`config.mk`:
```
export PLATFORM = sky130hd
export DESIGN_NAME = reciever_event_packer
export DESIGN_NICKNAME = d
export VERILOG_FILES = /design/src/rtl/reciever_event_packer.sv
export SDC_FILE = /design/constraint.sdc
export NUM_CORES = 1
export LEC_CHECK = 0
export ABC_AREA = 0
export CORE_ASPECT_RATIO = 0.5
export CORE_MARGIN = 3
export CORE_UTILIZATION = 40
export DETAILED_ROUTE_END_ITERATION = 8
export PLACE_DENSITY = 0.67
export SLEW_MARGIN = 20
export SYNTH_ARGS = -nofsm -noshare
export SYNTH_HDL_FRONTEND = slang
export SYNTH_SLANG_ARGS = --single-unit
```
`constraint.sdc`:
```
create_clock -name clk -period 4.89 [get_ports clk]
set_clock_uncertainty 0.2 [all_clocks]
set_input_delay 0.978 -clock clk [delete_from_list [all_inputs] [get_ports clk]]
set_output_delay 0.978 -clock clk [all_outputs]
set_load 0.01 [all_outputs]
```
`src/rtl/reciever_event_packer.sv`:
```
// Timestamps receiver detections with a free-running slot counter and queues {slot, symbol} records.
// Latency: event in cycle N is visible on m_data/m_valid in cycle N+1 (FWFT, FIFO previously empty).
// Backpressure: m_ready low holds records in the FIFO; events arriving while full are dropped and counted.
// Optional build macro DEAD_TIME_EN adds a detector dead time of DEAD_CYCLES cycles after each event.
module reciever_event_packer #(
    parameter int SLOT_W      = 16,
    parameter int FIFO_DEPTH  = 16,
    parameter int DEAD_CYCLES = 4
) (
    input  logic                          clk,
    input  logic                          rst,
    input  logic                          run,
    input  logic [1:0]                    symbol_in,
    input  logic                          pulse_detected,
    output logic [SLOT_W+1:0]             m_data,
    output logic                          m_valid,
    input  logic                          m_ready,
    output logic [$clog2(FIFO_DEPTH):0]   fifo_level,
    output logic [15:0]                   overflow_cnt,
    output logic [SLOT_W-1:0]             slot_count
);

    localparam int AW = $clog2(FIFO_DEPTH);
    localparam int LW = AW + 1;
    localparam int RW = SLOT_W + 2;

    logic [RW-1:0]     mem_q [FIFO_DEPTH];
    logic [RW-1:0]     mem_d [FIFO_DEPTH];
    logic [AW-1:0]     wr_ptr_q, wr_ptr_d;
    logic [AW-1:0]     rd_ptr_q, rd_ptr_d;
    logic [LW-1:0]     level_q, level_d;
    logic [15:0]       ovf_q, ovf_d;
    logic [SLOT_W-1:0] slot_q, slot_d;
    logic              run_q, run_d;

    logic event_vld;
    logic full;
    logic pop;
    logic push;
    logic drop;

`ifdef DEAD_TIME_EN
    localparam int DW = $clog2(DEAD_CYCLES + 1);

    logic [DW-1:0] dead_q, dead_d;

    assign event_vld = run & pulse_detected & (dead_q == '0);

    // Dead-time countdown: armed by any taken event (written or dropped), idle while run is low
    always_comb begin
        dead_d = dead_q;
        if (!run) begin
            dead_d = '0;
        end else if (event_vld) begin
            dead_d = DW'(DEAD_CYCLES);
        end else if (dead_q != '0) begin
            dead_d = dead_q - DW'(1);
        end
    end

    // Dead-time counter register
    always_ff @(posedge clk) begin
        if (rst) begin
            dead_q <= '0;
        end else begin
            dead_q <= dead_d;
        end
    end
`else
    assign event_vld = run & pulse_detected;
`endif

    assign m_valid      = (level_q != '0);
    assign full         = (level_q == LW'(FIFO_DEPTH));
    assign pop          = m_valid & m_ready;
    // A full FIFO still accepts an event when the head leaves in the same cycle
    assign push         = event_vld & (~full | pop);
    assign drop         = event_vld & full & ~pop;
    // Empty FIFO presents zero rather than a stale entry
    assign m_data       = m_valid ? mem_q[rd_ptr_q] : '0;
    assign fifo_level   = level_q;
    assign overflow_cnt = ovf_q;
    assign slot_count   = slot_q;

    // Next-state for slot counter, run history, pointers, level and drop counter
    always_comb begin
        run_d    = run;
        slot_d   = slot_q;
        wr_ptr_d = wr_ptr_q;
        rd_ptr_d = rd_ptr_q;
        level_d  = level_q;
        ovf_d    = ovf_q;

        if (run && !run_q) begin
            slot_d = '0;
        end else if (run) begin
            slot_d = slot_q + SLOT_W'(1);
        end

        if (push) begin
            wr_ptr_d = wr_ptr_q + AW'(1);
        end
        if (pop) begin
            rd_ptr_d = rd_ptr_q + AW'(1);
        end

        case ({push, pop})
            2'b10:   level_d = level_q + LW'(1);
            2'b01:   level_d = level_q - LW'(1);
            default: level_d = level_q;
        endcase

        if (drop && (ovf_q != 16'hFFFF)) begin
            ovf_d = ovf_q + 16'd1;
        end
    end

    // Record storage write: the record carries the slot value seen in the event cycle
    always_comb begin
        mem_d = mem_q;
        if (push) begin
            mem_d[wr_ptr_q] = {slot_q, symbol_in};
        end
    end

    // Control registers with synchronous reset; reset discards buffered records
    always_ff @(posedge clk) begin
        if (rst) begin
            run_q    <= 1'b0;
            slot_q   <= '0;
            wr_ptr_q <= '0;
            rd_ptr_q <= '0;
            level_q  <= '0;
            ovf_q    <= '0;
        end else begin
            run_q    <= run_d;
            slot_q   <= slot_d;
            wr_ptr_q <= wr_ptr_d;
            rd_ptr_q <= rd_ptr_d;
            level_q  <= level_d;
            ovf_q    <= ovf_d;
        end
    end

    // Record storage register; contents are only observable through level_q so no reset is needed
    always_ff @(posedge clk) begin
        mem_q <= mem_d;
    end

endmodule

```
After elaboration in Yosys (flattened, before gate mapping)
Index checks and enable logic that the tools add are counted.
{"block": "op_classes", "n_addsub": 6, "magnitude_cmp": 3, "eq_ne": 4, "muxes": 8, "n_bitwise": 10, "n_reduce_logical": 7}
{"cell": "$bwmux W288", "n": 1}
{"cell": "$bmux W18 S4", "n": 1}
{"cell": "$demux W18 S4", "n": 1}
{"cell": "$mux W18", "n": 4}
{"cell": "$add A16 B1 Y16 const B", "n": 2}
{"cell": "$ne A16 B16 Y1 const B", "n": 1}
{"cell": "$ge A5 B5 Y1 const B", "n": 2}
{"cell": "$not A4 Y5", "n": 2}
{"cell": "$pmux W5 S2", "n": 1}
{"cell": "$add A4 B1 Y4 const B", "n": 2}
{"cell": "$add A5 B1 Y5 const B", "n": 1}
{"cell": "$and A1 B1 Y1", "n": 5}
{"cell": "$eq A5 B5 Y1 const B", "n": 1}
{"cell": "$lt A5 B1 Y1 const B", "n": 1}
{"cell": "$reduce_bool A5 Y1", "n": 1}
{"cell": "$sub A5 B1 Y5 const B", "n": 1}
{"cell": "$logic_and A1 B1 Y1", "n": 3}
{"cell": "$eq A2 B1 Y1 const B", "n": 1}
{"cell": "$eq A2 B2 Y1 const B", "n": 1}
{"cell": "$not A1 Y1", "n": 2}
{"cell": "$reduce_bool A2 Y1", "n": 1}
{"cell": "$reduce_or A2 Y1", "n": 1}
{"cell": "$logic_not A1 Y1", "n": 1}
{"cell": "$or A1 B1 Y1", "n": 1}
{"block": "word_totals", "regBits": 334, "out_inout_bits": 56}

Longest topological paths before layout
Gate-level depths: netlist (run 1).
{"block": "depth", "depth_word": 6, "depth_mapped": 13, "depth_no_buf": 10}

Worst setup path before layout (run 1)
Ideal clock, no wire load.
{"block": "synth_timing", "path_type": "input-to-reg", "start": "input port run", "end": "register mem_q[270] (netlist bit) (enable)", "setup_time_ns": 0.416, "arrival_time_ns": 3.091, "required_time_ns": 4.274, "slack_ns": 1.184, "path_stages": 5, "path_buffers": 1, "cell_sequence": "buf_2 -> nand2_1 -> a21oi_1 -> nand2_1 -> nor3_1"}
{"block": "synth_between", "elab_chain_len": 2}
{"element": "start: declaration", "line": "12", "source": "input logic run,"}
{"element": "$and A1 B1 Y1", "line": "70", "source": "assign event_vld = run & pulse_detected;"}
{"element": "$and A1 B1 Y1", "line": "77", "source": "assign push = event_vld & (~full | pop);"}
{"element": "end signal: assignment", "line": "147", "source": "mem_q <= mem_d;"}
{"element": "end: declaration", "line": "27", "source": "logic [RW-1:0] mem_q [FIFO_DEPTH];"}
Every way passes these cells.
A chain may end at the register's enable or synchronous reset.

Final worst setup path (run 1)
{"block": "layout_timing", "start": "register level_q[1], in the netlist fifo_level[1]", "end": "output port m_data[14]"}
{"block": "layout_between", "elab_chain_len": 2}
{"element": "start: declaration", "line": "31", "source": "logic [LW-1:0] level_q, level_d;"}
{"element": "start signal: assignment", "line": "140", "source": "level_q <= level_d;"}
{"element": "$reduce_bool A5 Y1", "line": "73", "source": "assign m_valid = (level_q != '0);"}
{"element": "$mux W18", "line": "80", "source": "assign m_data = m_valid ? mem_q[rd_ptr_q] : '0;"}
{"element": "end: declaration", "line": "15", "source": "output logic [SLOT_W+1:0] m_data,"}
Every way passes these cells.

==> results of run 1 <==
-- area by class of cell --
cell class                 instances  area, um^2  area share
multi-input combinational        358        3650       0.233
tap                              432         541      0.0345
sequential                       334        9580       0.611
clock buffer                      37         797      0.0508
timing repair buffer              97         908      0.0579
inverter                          11        41.3     0.00263
clock inverter                    19         163      0.0104
-- metal layers --
metal	wire (um)	share of wire	vias to the layer above	track usage
met4	429	0.015	0	0.0300
met5	0	0	-	0
li1	-	-	3183	-
met2	13500	0.47	209	0.263
met3	1520	0.053	38	0.0234
met1	13200	0.46	3760	0.232
-- state kept, by name, summed over array words and instances, names as in the netlist --
register      count
overflow_cnt     16
rd_ptr_q          4
run_q             1
mem_q           288
slot_count       16
fifo_level        5
wr_ptr_q          4
-- power breakdown --
| part | total [W] | internal, W | switching (W) |
|---|---|---|---|
| Combinational | 0.00164 | 0.000870 | 0.000772 |
| Sequential | 0.00326 | 0.00311 | 0.000150 |
| Clock | 0.00228 | 0.00127 | 0.00101 |
-- stage by stage --
stage / total power [W] / cells / hold slack [ps] / cell area, um^2
after global routing: 0.00750 / 1288 / 346 / 15700
after CTS: 0.00727 / 1288 / 326 / 15700
after detailed placement: 0.00500 / 1232 / 313 / 14700
after floorplan: 0.00436 / 742 / 290 / 13400
final: 0.00718 / 1288 / 325 / 15700
after global placement: 0.00498 / 1232 / 304 / 14700
-- layout by cell type, fill, tap and decap left out, types with 3 or more instances in the layout --
master             n
or4_1              4
edfxtp_1         288
nor3b_1            3
clkbuf_16         30
clkbuf_1           5
and3_1             3
clkinv_1           6
o21ai_0           10
or3_1             11
mux4_2            72
nor2_1            28
a21oi_1           16
dfxtp_1           43
nand4_1            8
clkdlybuf4s50_1   62
nor2_2            12
o22ai_1           19
a211oi_1           4
xnor2_1            8
nor2b_1            7
nand2_1           19
clkinv_2           5
mux2_2             4
nor3_2             4
o31ai_1            4
and4_1             3
inv_1             11
buf_4             33
nor4_1             8
nand2b_1           5
mux2i_1           40
nand3_1           12
xor2_1            12
ha_1              11
-- cells by family (layout without fill, tap and decap cells) --
kind of cell | after synthesis | in the layout
flip-flops | 334 | 334
AND/OR/NAND/NOR | 139 | 139
multiplexers | 116 | 116
AO/OA/AOI/OAI | 72 | 72
buffers and inverters | 50 | 164
XOR/XNOR | 20 | 20
adder cells (fa/ha/maj) | 11 | 11
-- worst min path at each step --
stage / startpoint / end / slack [ps] / depth (start not counted)
final: slot_count[14]$_SDFFE_PP0P_ / mem_q[88]$_DFFE_PP_ / 320 / 0
after global routing: slot_count[14]$_SDFFE_PP0P_ / mem_q[88]$_DFFE_PP_ / 350 / 0
after CTS: overflow_cnt[14]$_SDFFE_PP0P_ / overflow_cnt[14]$_SDFFE_PP0P_ / 330 / 2
after detailed placement: slot_count[14]$_SDFFE_PP0P_ / mem_q[88]$_DFFE_PP_ / 310 / 0
after global placement: overflow_cnt[14]$_SDFFE_PP0P_ / overflow_cnt[14]$_SDFFE_PP0P_ / 300 / 2
after floorplan: rd_ptr_q[3]$_SDFFE_PP0P_ / rd_ptr_q[3]$_SDFFE_PP0P_ / 290 / 2
==> flow_summary.json, run 1 <==
{
  "outcome": "finished clean",
  "clock_path_buffers": 3,
  "setup_ws_ps": 648,
  "crit_path_start": "fifo_level[1]$_SDFFE_PP0P_",
  "postCtsHoldBufs": 0,
  "async_reset_ff_frac": 0,
  "synth.avg_cell_area_um2": 18.0,
  "worstRegToRegCells": 9,
  "synth_area_leaders": "edfxtp_1, mux4_2, dfxtp_1",
  "detail-route-antenna-nets": 0,
  "totalWireLength_um": 28700,
  "setup.worst_path.start_class": "flop",
  "final_core_util": 0.486,
  "yosys_most_used_dff": "edfxtp_1",
  "synthesis.area_mm2": 0.0134,
  "fmax_mhz": 236,
  "synth_top_family_by_area": "multiplexers",
  "cp-end-kind": "output port",
  "syn_to_final_growth_pct": 17.2,
  "die_area_mm2": 0.0358,
  "rsz0062_at_grt": "false",
  "fin_crit_ps": 4240,
  "track_usage": 0.160,
  "row_count": 46,
  "drv_slew": 0,
  "crit_fanout": 18,
  "cts_resized": 0,
  "finalCritPeriodShare": 0.867,
  "worst_pin_slew_ps": 882,
  "grt_pass1_vias": 7148,
  "reg2reg_from": "fifo_level[1]$_SDFFE_PP0P_",
  "dp_hpwl_um": 17100,
  "synth-simple-area-share": 0.0566,
  "synth_cell_types": 56,
  "cpPeakStageDelay_ps": 620,
  "max_slew_margin": 0.412,
  "wl_per_cell_um": 22.2,
  "diodes": 0,
  "core_area_mm2": 0.0323,
  "drt_iter0_markers": 726,
  "vias": 7190,
  "leakage_nw": 4.93,
  "cts_tree": "built",
  "synth-compound-area-share": 0.0345,
  "drc_errors": 0,
  "ys_seq_elements": 334,
  "h-tree-depth": 1,
  "post_cts_buffers": 0,
  "synth_fp_nets": 760,
  "vias_per_cell": 5.58,
  "start_util": 0.415,
  "cts_root_buffer": "clkbuf_16",
  "synth_common_cells": "edfxtp_1, mux4_2, dfxtp_1",
  "antenna_found_initial": 0,
  "grt_max_degree": 57,
  "synth_top_area_share": 0.646,
  "cp_top_family": "simple AND/OR/NAND/NOR gates",
  "fp.dieH_um": 135,
  "insertion_delay_ps": 550,
  "io_buffer_count": 62,
  "synthCells": 742,
  "finalHoldViolations": 0,
  "numCtsBuffers": 30,
  "dr.pass1.iters": 5,
  "synthMuxAreaShare": 0.154,
  "power_density_mw_per_mm2": 458,
  "pin_count": 63,
  "yosys.area.top_type": "edfxtp_1",
  "synth_fa_ha_area_frac": 0.0103,
  "crit_cells": 5,
  "synth_edf_count": 288,
  "pre_cts_slack_ps": 758,
  "setup_tns_ps": 0,
  "synth_most_common_cell": "edfxtp_1",
  "grt_pass1_wl_um": 43900,
  "setup_viol_count_final": 0,
  "gr-total-overflow": 0,
  "irDropWorstVdd_v": 0.000282,
  "crit_path_end": "m_data[14]",
  "yosysWarnings": 0,
  "ys_seq_area_frac": 0.715,
  "path_cells": "or4_4, nor2_1, or2_2, o22ai_1, clkdlybuf4s50_1",
  "drive_gt1_frac": 0.213,
  "r2r_slack_ps": 1260,
  "arrival_ps": 3060,
  "cts_sinks": 334,
  "critPathBufInv": 1,
  "crit_type": "flop to output port",
  "required_ps": 3710,
  "hp-class": "flop to flop",
  "dieWidth_um": 265,
  "synthXorXnorAreaFrac": 0.0131,
  "place.gp.congestion": 0.823,
  "cp_slowest_cell": "or4_4",
  "clk_pin_slew_ps": 70,
  "final_nets": 850,
  "n_fill_cell": 2627,
  "maxCapViolCount": 0,
  "reg2reg_to": "fifo_level[4]$_SDFFE_PP0P_"
}
No activity file was read; power rests on OpenSTA's default activity.
==> run 2: changes to the inputs <==
- CORE_MARGIN: 3 -> not set
- GPL_ROUTABILITY_DRIVEN: not set -> 0
- clock period: 4.89 -> 4.3 ns (I/O delays scaled with it)
==> run 2 against run 1 <==
  * Die area down 4.4%
  * Non-clock buffer count rose by 8
  * Core utilization grew 0.57 points
  * Global-route usage up 0.67 points
  * Critical path type unchanged
  * Final cell count rose by 0.54%
  * Sequential share of layout area down 0.71 points
  * The run now ends with design-rule violations left
  * Design area up 1.2%
  * Wire length fell by 2.5%
  * Count of clock-buffer cells in the layout fell by 4
  * Highest routed layer unchanged
==> flow_summary.json, run 2 (synthesis results as in run 1) <==
{
  "arrival_ps": 2960,
  "grt_max_degree": 38,
  "n_fill_cell": 2605,
  "grt_pass1_vias": 7227,
  "failed_checks": "design-rule violations",
  "required_ps": 3240,
  "post_cts_buffers": 0,
  "cts_resized": 0,
  "clockPowerShare": 0.339,
  "core_area_mm2": 0.0323,
  "maxCapViolCount": 0,
  "clock_path_buffers": 3,
  "row_count": 46,
  "cp-end-kind": "output port",
  "totalWireLength_um": 27900,
  "dp_hpwl_um": 16900,
  "cp_slowest_cell": "dfxtp_4",
  "start_util": 0.415,
  "crit_type": "flop to output port",
  "drv_slew": 0,
  "pin_count": 63,
  "grt_pass1_wl_um": 43300,
  "track_usage": 0.167,
  "drive_gt1_frac": 0.221,
  "hp-class": "flop to flop",
  "fmax_mhz": 249,
  "layout_commonest_cell": "edfxtp_1",
  "critPathBufInv": 3,
  "outcome": "finished with violations",
  "vias": 7110,
  "cts_sinks": 334,
  "clk_pin_slew_ps": 70,
  "insertion_delay_ps": 570,
  "top_register": "mem_q",
  "final_core_util": 0.491,
  "worst_pin_slew_ps": 744,
  "finalCritPeriodShare": 0.935,
  "drt_iter0_markers": 639,
  "path_cells": "buf_12, buf_4, mux4_2, mux2i_1, o22ai_1, clkdlybuf4s50_1",
  "fin_crit_ps": 4020,
  "dieWidth_um": 261,
  "cts_tree": "built",
  "crit_fanout": 31,
  "finalHoldViolations": 0,
  "setup.worst_path.start_class": "flop",
  "setup_tns_ps": 0,
  "io_buffer_count": 62,
  "multi_input_area_mm2": 0.00366,
  "diodes": 0,
  "die_area_mm2": 0.0342,
  "fp.dieH_um": 131,
  "p_total_w": 0.00847,
  "antenna_found_initial": 0,
  "power_density_mw_per_mm2": 534,
  "irDropWorstVdd_v": 0.000360,
  "cpPeakStageDelay_ps": 520,
  "gr-total-overflow": 0,
  "largest_reg_flops": 288,
  "syn_to_final_growth_pct": 18.5,
  "rsz0062_at_grt": "false",
  "wl_per_cell_um": 21.6,
  "cp_top_family": "buffers and inverters",
  "h-tree-depth": 1,
  "numCtsBuffers": 30,
  "power_switching_w": 0.00221,
  "postCtsHoldBufs": 0,
  "leakage_nw": 5.03,
  "netSwitchingFraction": 0.261,
  "drc_errors": 2,
  "dr.pass1.iters": 7,
  "cts_root_buffer": "clkbuf_16",
  "setup_viol_count_final": 0,
  "final_nets": 858,
  "combPwrFrac": 0.230,
  "layout.area.seq_mm2": 0.00958,
  "seqPwrFrac": 0.431,
  "power.internal_w": 0.00626,
  "vias_per_cell": 5.49,
  "max_slew_margin": 0.503,
  "layout_common_cells": "edfxtp_1, mux4_2, clkdlybuf4s50_1",
  "detail-route-antenna-nets": 0
}
[run 2: cell count changes in the layout (fill, tap and decap cells not counted), moves of 2 or more]
cell / delta
clkinv_4: -2
clkbuf_1: -2
bufinv_16: +5
clkinv_2: +2
buf_4: +7
clkbuf_8: -2
[run 2: power by group through the flow]
stage	registers, W	clock network (W)	logic (W)
after global routing	0.00366	0.00306	0.00211
final	0.00365	0.00287	0.00195
after floorplan	0.00365	0	0.00131
after global placement	0.00372	0	0.00196
after detailed placement	0.00372	0	0.00198
after CTS	0.00365	0.00293	0.00199
[run 2: path summary, 6_finish.rpt]
path | start | end | slack (ps) | cells after the start
setup / recovery | rd_ptr_q[0]$_SDFFE_PP0P_ | m_data[14] | 280 | 6
hold / removal | overflow_cnt[14]$_SDFFE_PP0P_ | overflow_cnt[14]$_SDFFE_PP0P_ | 330 | 2
setup reg to reg | fifo_level[1]$_SDFFE_PP0P_ | fifo_level[4]$_SDFFE_PP0P_ | 750 | 9
hold reg to reg | overflow_cnt[14]$_SDFFE_PP0P_ | overflow_cnt[14]$_SDFFE_PP0P_ | 330 | 2
[run 2: layout make-up]
| cell class | instances | area share |
|---|---|---|
| Clock buffer | 33 | 0.0480 |
| Clock inverter | 22 | 0.0193 |
| Inverter | 11 | 0.00260 |
| Multi-Input combinational cell | 358 | 0.230 |
| Sequential cell | 334 | 0.604 |
| Tap cell | 432 | 0.0341 |
| Timing Repair Buffer | 105 | 0.0618 |
[run 2: through the flow]
step / setup WS [ps] / std cells / instance area (um^2) / hold slack (ps)
after floorplan: 712 / 742 / 13400 / 290
after global placement: 582 / 1240 / 14800 / 304
after detailed placement: 501 / 1240 / 14800 / 320
after CTS: 34.1 / 1295 / 15900 / 331
after global routing: 94.4 / 1295 / 15900 / 366
final: 279 / 1295 / 15900 / 327
[run 2: per-layer routing]
layer,global-route usage,part of all wire,vias up
met1,0.251,0.48,3683
li1,-,-,3203
met4,0.0312,0.016,0
met3,0.0270,0.046,32
met2,0.257,0.46,192
met5,0,0,-
[run 2: worst min-delay path, cell delays in order, from the launching register on]
cell and delay (ps):
dfxtp_1 350, o41ai_1 70, a21oi_1 60
